**config.mk**
```make
export PLATFORM = sky130hd
export DESIGN_NAME = nand_op_sequencer
export DESIGN_NICKNAME = d
export VERILOG_FILES = /design/src/rtl/nand_op_sequencer.sv
export SDC_FILE = /design/constraint.sdc
export NUM_CORES = 1
export LEC_CHECK = 0
export CAP_MARGIN = 20
export CORE_MARGIN = 4
export CORE_UTILIZATION = 44
export DETAILED_ROUTE_END_ITERATION = 8
export PLACE_DENSITY = 0.76
export SLEW_MARGIN = 5
export SYNTH_ARGS = -nofsm -noshare
export SYNTH_HDL_FRONTEND = slang
export SYNTH_SLANG_ARGS = --single-unit
export TNS_END_PERCENT = 30
```
**constraint.sdc**
```tcl
create_clock -name i_Clk -period 4.81 [get_ports i_Clk]
set_clock_uncertainty 0.1 [all_clocks]
set_input_delay 0.481 -clock i_Clk [delete_from_list [all_inputs] [get_ports i_Clk]]
set_output_delay 0.481 -clock i_Clk [all_outputs]
set_load 0.01 [all_outputs]
```
**src/rtl/nand_op_sequencer.sv**
```systemverilog
// Steps SPI-NAND reset/read/program/erase operations through mem_command, one opcode
// at a time, and polls the status register until the device is idle, failed or out of budget.
module nand_op_sequencer #(
   parameter int unsigned MAX_POLLS    = 1000,
   parameter int unsigned POLL_GAP     = 64,
   parameter int unsigned BUSY_TIMEOUT = 16
) (
   input  logic        i_Clk,
   input  logic        i_Rst,
   input  logic [1:0]  i_Op,
   input  logic [23:0] i_Op_Row,
   input  logic [12:0] i_Op_Col,
   input  logic        i_Op_Valid,
   output logic        o_Op_Ready,
   output logic        o_Done,
   output logic [1:0]  o_Status,
   output logic [7:0]  o_Status_Byte,
   output logic [7:0]  o_Command,
   output logic [23:0] o_Addr_Data,
   output logic        o_CM_DV,
   input  logic        i_CM_Ready,
   input  logic [7:0]  i_RX_Feature_Byte,
   input  logic        i_RX_Feature_DV
);

   localparam int unsigned PCNT_RAW = $clog2(MAX_POLLS + 1);
   localparam int unsigned PCNT_W   = (PCNT_RAW < 1) ? 1 : PCNT_RAW;
   localparam int unsigned TMR_MAX  = (BUSY_TIMEOUT > POLL_GAP) ? BUSY_TIMEOUT : POLL_GAP;
   localparam int unsigned TMR_RAW  = $clog2(TMR_MAX + 1);
   localparam int unsigned TMR_W    = (TMR_RAW < 1) ? 1 : TMR_RAW;

   localparam logic [1:0] OP_RESET   = 2'b00;
   localparam logic [1:0] OP_READ    = 2'b01;
   localparam logic [1:0] OP_PROGRAM = 2'b10;
   localparam logic [1:0] OP_ERASE   = 2'b11;

   localparam logic [7:0] OPC_WREN        = 8'h06;
   localparam logic [7:0] OPC_RESET       = 8'hFF;
   localparam logic [7:0] OPC_PAGE_READ   = 8'h13;
   localparam logic [7:0] OPC_CACHE_READ  = 8'h03;
   localparam logic [7:0] OPC_PROG_LOAD1  = 8'h02;
   localparam logic [7:0] OPC_PROG_EXEC   = 8'h10;
   localparam logic [7:0] OPC_BLOCK_ERASE = 8'hD8;
   localparam logic [7:0] OPC_GET_FEATURE = 8'h0F;

   localparam logic [23:0] POLL_ADDR = 24'h00C000;

   localparam logic [1:0] ST_OK      = 2'b00;
   localparam logic [1:0] ST_FAIL    = 2'b01;
   localparam logic [1:0] ST_TIMEOUT = 2'b10;
   localparam logic [1:0] ST_NO_RESP = 2'b11;

   typedef enum logic [2:0] {
      S_IDLE, S_ISSUE, S_WAIT_BUSY, S_WAIT_IDLE, S_CHECK, S_GAP, S_DONE
   } state_t;

   state_t              state_q, state_d;
   logic [1:0]          op_q, op_d;
   logic [23:0]         row_q, row_d;
   logic [12:0]         col_q, col_d;
   logic [1:0]          step_q, step_d;
   logic [PCNT_W-1:0]   pcnt_q, pcnt_d;
   logic [TMR_W-1:0]    tmr_q, tmr_d;
   logic                dv_seen_q, dv_seen_d;
   logic                op_ready_q, op_ready_d;
   logic                done_q, done_d;
   logic [1:0]          status_q, status_d;
   logic [7:0]          status_byte_q, status_byte_d;
   logic [7:0]          command_q, command_d;
   logic [23:0]         addr_q, addr_d;
   logic                cm_dv_q, cm_dv_d;

   logic [7:0]          step_cmd;
   logic [23:0]         step_addr;
   logic                step_poll;
   logic                step_last;
   logic                fail_bit;
   logic                cap_window;

   // Step table: opcode, address and role of the current step of the latched op
   always_comb begin
      step_cmd  = OPC_GET_FEATURE;
      step_addr = POLL_ADDR;
      step_poll = 1'b1;
      step_last = 1'b1;
      fail_bit  = 1'b0;
      case (op_q)
         OP_RESET: begin
            if (step_q == 2'd0) begin
               step_cmd  = OPC_RESET;
               step_addr = 24'h0;
               step_poll = 1'b0;
               step_last = 1'b0;
            end
         end
         OP_READ: begin
            case (step_q)
               2'd0: begin
                  step_cmd  = OPC_PAGE_READ;
                  step_addr = row_q;
                  step_poll = 1'b0;
                  step_last = 1'b0;
               end
               2'd1: step_last = 1'b0;
               default: begin
                  step_cmd  = OPC_CACHE_READ;
                  step_addr = {11'b0, col_q};
                  step_poll = 1'b0;
               end
            endcase
         end
         OP_PROGRAM: begin
            fail_bit = status_byte_q[3];
            case (step_q)
               2'd0: begin
                  step_cmd  = OPC_WREN;
                  step_addr = 24'h0;
                  step_poll = 1'b0;
                  step_last = 1'b0;
               end
               2'd1: begin
                  step_cmd  = OPC_PROG_LOAD1;
                  step_addr = {11'b0, col_q};
                  step_poll = 1'b0;
                  step_last = 1'b0;
               end
               2'd2: begin
                  step_cmd  = OPC_PROG_EXEC;
                  step_addr = row_q;
                  step_poll = 1'b0;
                  step_last = 1'b0;
               end
               default: ;
            endcase
         end
         OP_ERASE: begin
            fail_bit = status_byte_q[2];
            case (step_q)
               2'd0: begin
                  step_cmd  = OPC_WREN;
                  step_addr = 24'h0;
                  step_poll = 1'b0;
                  step_last = 1'b0;
               end
               2'd1: begin
                  step_cmd  = OPC_BLOCK_ERASE;
                  step_addr = row_q;
                  step_poll = 1'b0;
                  step_last = 1'b0;
               end
               default: ;
            endcase
         end
      endcase
   end

   assign cap_window = step_poll &&
                       (state_q == S_ISSUE || state_q == S_WAIT_BUSY || state_q == S_WAIT_IDLE);

   // Next-state and registered-output logic
   always_comb begin
      state_d       = state_q;
      op_d          = op_q;
      row_d         = row_q;
      col_d         = col_q;
      step_d        = step_q;
      pcnt_d        = pcnt_q;
      tmr_d         = tmr_q;
      dv_seen_d     = dv_seen_q;
      status_d      = status_q;
      status_byte_d = status_byte_q;
      command_d     = command_q;
      addr_d        = addr_q;
      cm_dv_d       = 1'b0;

      case (state_q)
         S_IDLE: begin
            if (i_Op_Valid) begin
               op_d          = i_Op;
               row_d         = i_Op_Row;
               col_d         = i_Op_Col;
               step_d        = 2'd0;
               pcnt_d        = '0;
               status_byte_d = 8'h00;
               dv_seen_d     = 1'b0;
               state_d       = S_ISSUE;
            end
         end
         S_ISSUE: begin
            if (i_CM_Ready) begin
               cm_dv_d   = 1'b1;
               command_d = step_cmd;
               addr_d    = step_addr;
               tmr_d     = '0;
               state_d   = S_WAIT_BUSY;
            end
         end
         S_WAIT_BUSY: begin
            if (!i_CM_Ready) begin
               state_d = S_WAIT_IDLE;
            end else if (tmr_q == TMR_W'(BUSY_TIMEOUT)) begin
               status_d = ST_NO_RESP;
               state_d  = S_DONE;
            end else begin
               tmr_d = tmr_q + TMR_W'(1);
            end
         end
         S_WAIT_IDLE: begin
            if (i_CM_Ready) begin
               if (step_poll) begin
                  state_d = S_CHECK;
               end else begin
                  step_d = step_q + 2'd1;
                  if (step_last) begin
                     status_d = ST_OK;
                     state_d  = S_DONE;
                  end else begin
                     state_d = S_ISSUE;
                  end
               end
            end
         end
         S_CHECK: begin
            dv_seen_d = 1'b0;
            if (!dv_seen_q) begin
               status_d = ST_NO_RESP;
               state_d  = S_DONE;
            end else if (!status_byte_q[0]) begin
               if (fail_bit) begin
                  status_d = ST_FAIL;
                  state_d  = S_DONE;
               end else begin
                  step_d = step_q + 2'd1;
                  if (step_last) begin
                     status_d = ST_OK;
                     state_d  = S_DONE;
                  end else begin
                     state_d = S_ISSUE;
                  end
               end
            end else if (pcnt_q < PCNT_W'(MAX_POLLS)) begin
               pcnt_d  = pcnt_q + PCNT_W'(1);
               tmr_d   = '0;
               state_d = S_GAP;
            end else begin
               status_d = ST_TIMEOUT;
               state_d  = S_DONE;
            end
         end
         S_GAP: begin
            if (32'(tmr_q) + 32'd1 >= POLL_GAP) begin
               state_d = S_ISSUE;
            end else begin
               tmr_d = tmr_q + TMR_W'(1);
            end
         end
         S_DONE: begin
            state_d = S_IDLE;
         end
         default: state_d = S_IDLE;
      endcase

      // Feature bytes only count while a poll command is in flight
      if (cap_window && i_RX_Feature_DV) begin
         status_byte_d = i_RX_Feature_Byte;
         dv_seen_d     = 1'b1;
      end

      op_ready_d = (state_d == S_IDLE);
      done_d     = (state_d == S_DONE);
   end

   always_ff @(posedge i_Clk or posedge i_Rst) begin
      if (i_Rst) begin
         state_q       <= S_IDLE;
         op_q          <= 2'b00;
         row_q         <= 24'h0;
         col_q         <= 13'h0;
         step_q        <= 2'd0;
         pcnt_q        <= '0;
         tmr_q         <= '0;
         dv_seen_q     <= 1'b0;
         op_ready_q    <= 1'b1;
         done_q        <= 1'b0;
         status_q      <= 2'b00;
         status_byte_q <= 8'h00;
         command_q     <= 8'h00;
         addr_q        <= 24'h0;
         cm_dv_q       <= 1'b0;
      end else begin
         state_q       <= state_d;
         op_q          <= op_d;
         row_q         <= row_d;
         col_q         <= col_d;
         step_q        <= step_d;
         pcnt_q        <= pcnt_d;
         tmr_q         <= tmr_d;
         dv_seen_q     <= dv_seen_d;
         op_ready_q    <= op_ready_d;
         done_q        <= done_d;
         status_q      <= status_d;
         status_byte_q <= status_byte_d;
         command_q     <= command_d;
         addr_q        <= addr_d;
         cm_dv_q       <= cm_dv_d;
      end
   end

   assign o_Op_Ready    = op_ready_q;
   assign o_Done        = done_q;
   assign o_Status      = status_q;
   assign o_Status_Byte = status_byte_q;
   assign o_Command     = command_q;
   assign o_Addr_Data   = addr_q;
   assign o_CM_DV       = cm_dv_q;

endmodule

```
==> flow_metrics.tcl, run 1 <==
set metrics [dict create \
    power-per-cell-area_mw_per_mm2 595 \
    synth_area_mm2 0.00495 \
    pre_cts_ws_ns 1.98 \
    r2r-start "step_q[1]$_DFFE_PP0P_" \
    clockBufferDepth 2 \
    yosysTopAreaCell "dfrtp_1" \
    clkLatencyLatePin_ns 0.34 \
    synth_mux_area_share_pct 1.72 \
    path_cells "inv_1 > ha_1 > and2_1 > a21oi_1 > o21ai_1 > nor2b_1 > a22o_1" \
    worst-path-max-fanout 14 \
    maxSlewViolCount 0 \
    finalHoldViolations 0 \
    die-area_mm2 0.0130 \
    nFillCells 963 \
    cap_violations 0 \
    setup_tns_ns 0 \
    synth-compound-area-share_pct 16.3 \
    initial_core_util_pct 45.3 \
    place_congestion 0.899 \
    worstRegToRegCells 7 \
    ios 97 \
    hold_depth 1 \
    finalNonFillerCells 757 \
    drtIter0Drc 211 \
    grt_setup_unrepaired "false" \
    core_mm2 0.0109 \
    wl_mm 11.4 \
    clkTransAtPathRegs_ns 0.07 \
    area_delta_synth_final_pct 27.1 \
    cpPeakStageDelay_ns 0.82 \
    grt_pass1_wl_mm 18.9 \
    dieWidth_um 114 \
    antenna_found_initial 0 \
    start_kind "register" \
    final.min_clock_period_ns 2.90 \
    synth_area_leaders "dfrtp_1 53%, nand2_1 13%, o21ai_0 4.0%" \
    register_area_mm2 0.00265 \
    grt_pass1_vias 3947 \
    cp.required_ns 4.99 \
    multiInputGateArea_mm2 0.00213 \
    grt_max_degree 75 \
    fin_nets 674 \
    path_buf_inv 1 \
    wire_per_inst_um 15.1 \
    die_y_um 114 \
    synthAdderAreaFrac_pct 2.53 \
    cts_tree "yes" \
    synthSimpleGateAreaFrac_pct 21.1 \
    cts_setup_buffers 0 \
    rr_endpoint "o_Addr_Data[22]$_DFFE_PP0P_" \
    cp_top_family "compound AO/OA/AOI/OAI gates" \
    dp_hpwl_mm 8.14 \
    cts_resized 0 \
    synth-edff-count 0 \
    drc_errors 0 \
    h-tree-depth 3 \
    dr_total_vias 3995 \
    relSlewSlack_pct 28.9 \
    ant_nets 0 \
    syn_avg_cell_area_um2 9.37 \
    min-delay-start "o_Command[2]$_DFFE_PP0P_" \
    power_leakage_nw 2.88 \
    synth_fp_nets 590 \
    synthArstFlopShare_pct 100 \
    cts-root-buf "clkbuf_16" \
    num_antenna_cells 0 \
    ys.warnings.count 0 \
    drive_gt1_share_pct 5.83 \
    hold_class "reg -> reg" \
    synth_top_family_by_area "simple AND/OR/NAND/NOR gates" \
    vias_per_cell 5.28 \
    power.total_w 0.00374 \
    final_core_util_pct 57.5 \
    dp.cells 741 \
    ir_worst_vdd_mv 0.277 \
    reg2reg_slack_ns 1.91 \
    ys_seq_elements 106 \
    finalSetupViolCount 0 \
    synth_cells 528 \
    synth.top_cell.area_share_pct 53.1 \
    io_buffer_count 96 \
    fin_ws_ns 1.91 \
    clock_sinks 106 \
    fmax_ghz 0.345 \
    period_share_pct 60.3 \
    ys.flop_type "dfrtp_1" \
    worst_path_max_delay_cell "o21ai_1" \
    hold_end "o_Command[2]$_DFFE_PP0P_" \
    grtUsageTotal_pct 17.8 \
    cts_inserted_buffers 9 \
    critPathArrivalTime_ns 3.08 \
    grt.overflow.total 0 \
    synth.distinct_cells 59 \
    drtPass1Iterations 5 \
    synthXorXnorAreaFrac_pct 1.24 \
    critPathCaptureType "register" \
    status "complete, no violations" \
    hold_buffers 0 \
    ys_seq_area_share_pct 53.6 \
    fp-row-count 38 \
    crit_type "reg -> reg" \
    worst_pin_slew_ns 1.06 \
]
[layout by cell type (no fill, tap or decap), drive strengths merged, types with 3 or more instances in the layout]
| master | netlist | layout |
|---|---|---|
| a211oi | 6 | 6 |
| a21oi | 14 | 14 |
| a22o | 9 | 9 |
| a22oi | 14 | 14 |
| a31oi | 4 | 4 |
| and2 | 4 | 4 |
| and3 | 5 | 5 |
| and4 | 4 | 4 |
| buf | 12 | 3 |
| clkbuf | 14 | 10 |
| clkdlybuf4s50 | 0 | 96 |
| clkinv | 0 | 3 |
| dfrtp | 105 | 105 |
| ha | 10 | 10 |
| inv | 16 | 18 |
| mux2 | 4 | 4 |
| mux2i | 4 | 4 |
| nand2 | 165 | 165 |
| nand2b | 5 | 5 |
| nand3 | 5 | 5 |
| nor2 | 23 | 23 |
| nor2b | 6 | 6 |
| nor3 | 6 | 6 |
| o2111ai | 4 | 4 |
| o211ai | 5 | 5 |
| o21ai | 41 | 41 |
| o221ai | 3 | 3 |
| or3b | 3 | 3 |
| xor2 | 6 | 6 |
[where the power goes]
part,switching [W],internal [W]
Clock,0.000339,0.000363
Sequential,0.000294,0.00124
Combinational,0.000808,0.000697
Total,0.00144,0.00230
[synth_stat cells (all sizes together) (5+ instances only)]
cell,instances
xor2,6
dfrtp,105
nor3,6
nand3,5
ha,10
nand2b,5
buf,12
nand2,165
inv,16
nor2,23
a211oi,6
o21ai,41
o211ai,5
nor2b,6
a22oi,14
a22o,9
clkbuf,14
and3,5
a21oi,14
[sequential cells by signal, summed over array words and instances (netlist names), 2 cells and up]
signal         count
op_q               2
o_Status_Byte      8
o_Addr_Data       24
state_q            3
o_Command          7
tmr_q              7
row_q             24
step_q             2
pcnt_q            10
col_q             13
o_Status           2
[per-layer routing]
layer | up-vias | global-route usage [%] | share of wire (%)
li1 | 1985 | - | -
met1 | 1906 | 24.8 | 46
met2 | 93 | 28.8 | 49
met3 | 11 | 3.38 | 4.3
met4 | 0 | 4.51 | 1.2
met5 | - | 0 | 0
[kinds of logic after synthesis]
group	count (synthesis)
adders and majority gates	10
buffers and inverters	42
and+or+nand+nor	236
AOI/OAI and AO/OA	119
DFF	106
xor gates and xnor gates	7
muxes	8
[stage by stage]
stage                     hold WS [ns]  cell area (um^2)
after floorplan                  0.346              4950
after global placement           0.359              6000
after detailed placement         0.364              6000
after CTS                        0.382              6290
after global routing             0.401              6290
final                            0.379              6290
[layout make-up]
class	count	share of cell area, %
Timing Repair Buffer	99	15.6
Clock inverter	6	0.975
Sequential cell	106	42.2
Inverter	16	0.994
Multi-Input combinational cell	380	33.8
Clock buffer	10	3.64
Tap cell	140	2.78
[worst max-delay path by stage]
stage                           from                           to  slack, ns  depth (start not counted)
2_1_floorplan                  i_Rst         col_q[0]$_DFFE_PP0P_       1.44                          1
3_3_place_gp              i_CM_Ready  o_Addr_Data[20]$_DFFE_PP0P_       2.06                          8
3_5_place_dp   step_q[1]$_DFFE_PP0P_  o_Addr_Data[22]$_DFFE_PP0P_       1.98                          7
4_1_cts        step_q[1]$_DFFE_PP0P_  o_Addr_Data[22]$_DFFE_PP0P_       1.89                          7
5_1_grt        step_q[1]$_DFFE_PP0P_  o_Addr_Data[20]$_DFFE_PP0P_       1.62                          7
6_report       step_q[1]$_DFFE_PP0P_  o_Addr_Data[22]$_DFFE_PP0P_       1.91                          7
[worst register-to-register path, delay by kind of cell, from the launching register on]
| family | cells | cell delay [ns] |
|---|---|---|
| AOI/OAI and AO/OA | 3 | 1.09 |
| and+or+nand+nor | 2 | 0.80 |
| DFF | 1 | 0.44 |
| adders and majority gates | 1 | 0.28 |
| buffers and inverters | 1 | 0.14 |
No activity file was read; power rests on OpenSTA's default activity.
==> run 2, diff against run 1 <==
Settings changed: PLACE_DENSITY 0.76 to 0.78.
Clock period 4.81 ns to 2.4 ns, I/O delays scaled along.
==> flow_metrics.tcl, run 2 (same netlist as run 1, synthesis figures left out) <==
set metrics [dict create \
    path_cells "inv_2 > ha_1 > or3b_4 > o2111ai_1 > a21oi_1 > or4b_4 > nor3_2" \
    period_share_pct 97.5 \
    hold_class "in -> async" \
    worst_pin_slew_ns 0.554 \
    clkLatencyLatePin_ns 0.35 \
    grt.overflow.total 0 \
    register_area_mm2 0.00266 \
    drive_gt1_share_pct 9.45 \
    worst_path_max_delay_cell "or4b_4" \
    final_cell_mix "165 x nand2_1, 104 x dfrtp_1, 96 x clkdlybuf4s50_1" \
    finalSetupViolCount 0 \
    multiInputGateArea_mm2 0.00215 \
    cts_tree "yes" \
    h-tree-depth 3 \
    ios 97 \
    grt_pass1_vias 4103 \
    clock_sinks 106 \
    maxSlewViolCount 0 \
    r2r-start "step_q[0]$_DFFE_PP0P_" \
    nFillCells 927 \
    fp-row-count 38 \
    start_kind "register" \
    clkTransAtPathRegs_ns 0.08 \
    grt_max_degree 41 \
    final.min_clock_period_ns 2.34 \
    status "complete, no violations" \
    path_buf_inv 1 \
    finalNonFillerCells 775 \
    grtUsageMet1_pct 25.0 \
    crit_type "reg -> reg" \
    cp_top_family "simple AND/OR/NAND/NOR gates" \
    fin_nets 692 \
    power-per-cell-area_mw_per_mm2 1200 \
    power_leakage_nw 2.98 \
    area_delta_synth_final_pct 31.1 \
    cpPeakStageDelay_ns 0.56 \
    drtPass1Iterations 5 \
    final_common_cell "nand2_1" \
    drc_errors 0 \
    cp.required_ns 2.57 \
    vias_per_cell 5.42 \
    grt_pass1_wl_mm 19.9 \
    relSlewSlack_pct 63.0 \
    grtUsageTotal_pct 18.9 \
    rr_endpoint "o_Op_Ready$_DFF_PP1_" \
    setup_tns_ns 0 \
    io_buffer_count 96 \
    fmax_ghz 0.427 \
    whs_ns 0.218 \
    die_y_um 114 \
    cts_setup_buffers 0 \
    final_core_util_pct 59.3 \
    cts-root-buf "clkbuf_16" \
    ant_nets 0 \
    dp_hpwl_mm 8.72 \
    ir_worst_vdd_mv 0.513 \
    use_met3_pct 3.70 \
    die-area_mm2 0.0130 \
    worst-path-max-fanout 6 \
    initial_core_util_pct 45.3 \
    cts_inserted_buffers 9 \
    grt.met2_usage_pct 30.8 \
    reg2reg_slack_ns 0.06 \
    grt_setup_unrepaired "false" \
    startpoint "step_q[0]$_DFFE_PP0P_" \
    dieWidth_um 114 \
    grt-busiest-layer "met2" \
    critPathArrivalTime_ns 2.51 \
    antenna_found_initial 0 \
    dr_total_vias 4200 \
    num_antenna_cells 0 \
    core_mm2 0.0109 \
    worstRegToRegCells 7 \
    drtIter0Drc 206 \
    dp.cells 759 \
    place_congestion 0.922 \
    wire_per_inst_um 15.8 \
    critPathCaptureType "register" \
    clockBufferDepth 2 \
    cap_violations 0 \
    wl_mm 12.2 \
    finalHoldViolations 0 \
]
-- run 2: cell types whose count changed in the layout (fill, tap and decap cells not counted), sizes merged --
cell and delta:
buf +18, clkinvlp +1, clkinv -1
-- run 2: metal layers --
metal | vias up | part of all wire, %
li1 | 2010 | -
met1 | 2030 | 43
met2 | 142 | 50
met3 | 18 | 5.6
met4 | 0 | 1.8
met5 | - | 0
-- run 2: worst max path at each step --
stage	to	slack, ns	cells past startpoint
after floorplan	o_Op_Ready$_DFF_PP1_	0.16	7
after global placement	o_Op_Ready$_DFF_PP1_	0.11	7
after detailed placement	o_Op_Ready$_DFF_PP1_	-0.05	7
after CTS	o_Op_Ready$_DFF_PP1_	0.005	7
after global routing	o_Op_Ready$_DFF_PP1_	0.005	7
final	o_Op_Ready$_DFF_PP1_	0.06	7
-- run 2: worst reg2reg max path, delay by kind of cell (launching register included) --
family	cells	cell delay, ns
flip-flops	1	0.43
AO/OA/AOI/OAI	2	0.26
buffers and inverters	1	0.08
AND/OR/NAND/NOR	3	1.18
adder cells (fa/ha/maj)	1	0.23
-- run 2: where the power goes --
part / switching, W / internal (W)
Sequential: 0.000497 / 0.00249
Clock: 0.000691 / 0.000727
Combinational: 0.00179 / 0.00157
-- run 2: stage by stage --
stage	setup slack [ns]	power [W]	cell area (um^2)
final	0.0590	0.00777	6490
after global routing	0.00526	0.00830	6490
after CTS	0.00476	0.00777	6460
after detailed placement	-0.0471	0.00632	6170
after global placement	0.107	0.00617	6170
after floorplan	0.159	0.00489	4950
-- run 2: area by class of cell --
cell class | count | share of cell area (%)
Clock buffer | 10 | 3.53
Clock inverter | 6 | 0.868
Inverter | 16 | 0.984
Multi-Input combinational cell | 380 | 33.2
Sequential cell | 106 | 40.9
Tap cell | 140 | 2.70
Timing Repair Buffer | 117 | 17.8
-- run 2: timing repair --
item                       4_1_cts  5_1_grt
hold buffers                     0        0
setup endpoints to repair        4       15
gates resized for setup          1        6
==> run 3, diff against run 2 <==
Settings changed: CORE_UTILIZATION 44 to 47, GPL_TIMING_DRIVEN set to 0, PLACE_DENSITY 0.78 to 0.76.
==> flow_metrics.tcl, run 3 (same netlist as run 1, synthesis figures left out) <==
set metrics [dict create \
    final_cell_mix "165 x nand2_1, 103 x dfrtp_1, 96 x clkdlybuf4s50_1" \
    power-per-cell-area_mw_per_mm2 1160 \
    final_core_util_pct 62.3 \
    vias_per_cell 5.37 \
    fin_ws_ns 0.0604 \
    h-tree-depth 3 \
    reg2reg_slack_ns 0.06 \
    start_kind "register" \
    design_area_mm2 0.00640 \
    grt-busiest-layer "met2" \
    p_sw_w 0.00297 \
    dp_hpwl_mm 8.84 \
    grtUsageMet1_pct 26.3 \
    wire_per_inst_um 15.5 \
    ios 97 \
    hold_class "in -> async" \
    wl_mm 12.1 \
    place_area_mm2 0.00612 \
    setup_tns_ns 0 \
    fmax_ghz 0.427 \
    fin_nets 700 \
    crit_type "reg -> reg" \
    cts_inserted_buffers 9 \
    clkLatencyLatePin_ns 0.37 \
    grt.met2_usage_pct 32.6 \
    grt_max_degree 38 \
    cts_tree "yes" \
    hold_buffers 0 \
    drive_gt1_share_pct 9.18 \
    core_mm2 0.0103 \
    dr_total_vias 4187 \
    finalSetupViolCount 0 \
    combPwrFrac_pct 45.8 \
    grt_setup_unrepaired "false" \
    clkTransAtPathRegs_ns 0.11 \
    grtUsageTotal_pct 20.0 \
    cpPeakStageDelay_ns 0.56 \
    critPathArrivalTime_ns 2.54 \
    drc_errors 0 \
    critPathCaptureType "register" \
    maxSlewViolCount 0 \
    switching_share_pct 40.0 \
    drtIter0Drc 248 \
    dieWidth_um 111 \
    worst-path-max-fanout 7 \
    p_int_w 0.00445 \
    die-area_mm2 0.0122 \
    r2r-start "step_q[1]$_DFFE_PP0P_" \
    area_delta_synth_final_pct 29.3 \
    power_leakage_nw 2.92 \
    pre_cts_ws_ns -0.297 \
    clock_power_share_pct 14.6 \
    seqPwrFrac_pct 39.7 \
    final.min_clock_period_ns 2.34 \
    grt_pass1_vias 4246 \
    cts-root-buf "clkbuf_8" \
    grt_pass1_wl_mm 20.4 \
    antenna_found_initial 0 \
    ant_nets 0 \
    finalHoldViolations 0 \
    status "complete, no violations" \
    worst_path_max_delay_cell "or4b_4" \
    io_buffer_count 96 \
    startpoint "step_q[1]$_DFFE_PP0P_" \
    final_common_cell "nand2_1" \
    clock_sinks 106 \
    die_y_um 111 \
    cp.required_ns 2.60 \
    worst_pin_slew_ns 0.843 \
    use_met3_pct 4.27 \
    fp-row-count 37 \
    ir_worst_vdd_mv 0.538 \
    cap_violations 0 \
    initial_core_util_pct 48.1 \
    num_antenna_cells 0 \
    drtPass1Iterations 5 \
    path_cells "inv_1 > ha_2 > or3b_4 > o2111ai_1 > a21oi_1 > or4b_4 > nor3_2" \
    grt.overflow.total 0 \
    relSlewSlack_pct 43.7 \
    rr_endpoint "o_Op_Ready$_DFF_PP1_" \
    worstRegToRegCells 7 \
    place_congestion 0.871 \
    period_share_pct 97.5 \
    clockBufferDepth 2 \
]
-- run 3: area by class of cell --
class / instances / area, um^2
well taps: 136 / 170
fillers: 861 / 3880
multi-input cells: 380 / 2190
inverters: 16 / 63.8
flip-flops and latches: 106 / 2660
repair buffers: 99 / 1010
plain buffers: 26 / 119
clock inverters: 6 / 55.1
clock buffers: 10 / 138
-- run 3: worst max-delay path, delay by kind of cell (launching register included) --
kind | cells | cell delay, ns
simple gates | 3 | 1.15
flops | 1 | 0.42
compound gates | 2 | 0.28
fa+ha+maj | 1 | 0.23
buf+inv | 1 | 0.11
-- run 3: how the worst max path moves through the flow --
| stage | cells past startpoint | to | slack (ns) |
|---|---|---|---|
| floorplan | 7 | o_Op_Ready$_DFF_PP1_ | 0.16 |
| global placement | 2 | pcnt_q[2]$_DFFE_PP0P_ | -0.20 |
| detailed placement | 8 | o_Status_Byte[6]$_DFFE_PP0P_ | -0.30 |
| CTS | 7 | o_Op_Ready$_DFF_PP1_ | -0.01 |
| global route | 7 | o_Op_Ready$_DFF_PP1_ | 0.002 |
| finish | 7 | o_Op_Ready$_DFF_PP1_ | 0.06 |
-- run 3: per-layer routing --
layer | wire, um | up-vias
met5 | 0 | -
met4 | 235 | 0
met3 | 564 | 23
met2 | 5870 | 113
met1 | 5390 | 2025
li1 | - | 2026
-- run 3: what timing repair did --
action                     in CTS  in global routing
cloned                          0                  0
resized for setup               7                 14
setup buffers                   1                  0
pin swaps                       1                  0
setup endpoints to repair      28                 31
-- run 3: power by group through the flow --
stage / clock [W] / combinational, W / sequential, W
after floorplan: 0 / 0.00188 / 0.00300
after global placement: 0 / 0.00316 / 0.00294
after detailed placement: 0 / 0.00327 / 0.00297
after CTS: 0.00112 / 0.00335 / 0.00293
after global routing: 0.00118 / 0.00378 / 0.00304
final: 0.00108 / 0.00340 / 0.00294
-- run 3: metrics by stage --
stage / instances / power (W) / hold slack [ns]
finish: 779 / 0.00742 / 0.279
global route: 779 / 0.00800 / 0.263
CTS: 779 / 0.00740 / 0.264
detailed placement: 762 / 0.00624 / 0.363
global placement: 760 / 0.00610 / 0.359
floorplan: 528 / 0.00489 / 0.245
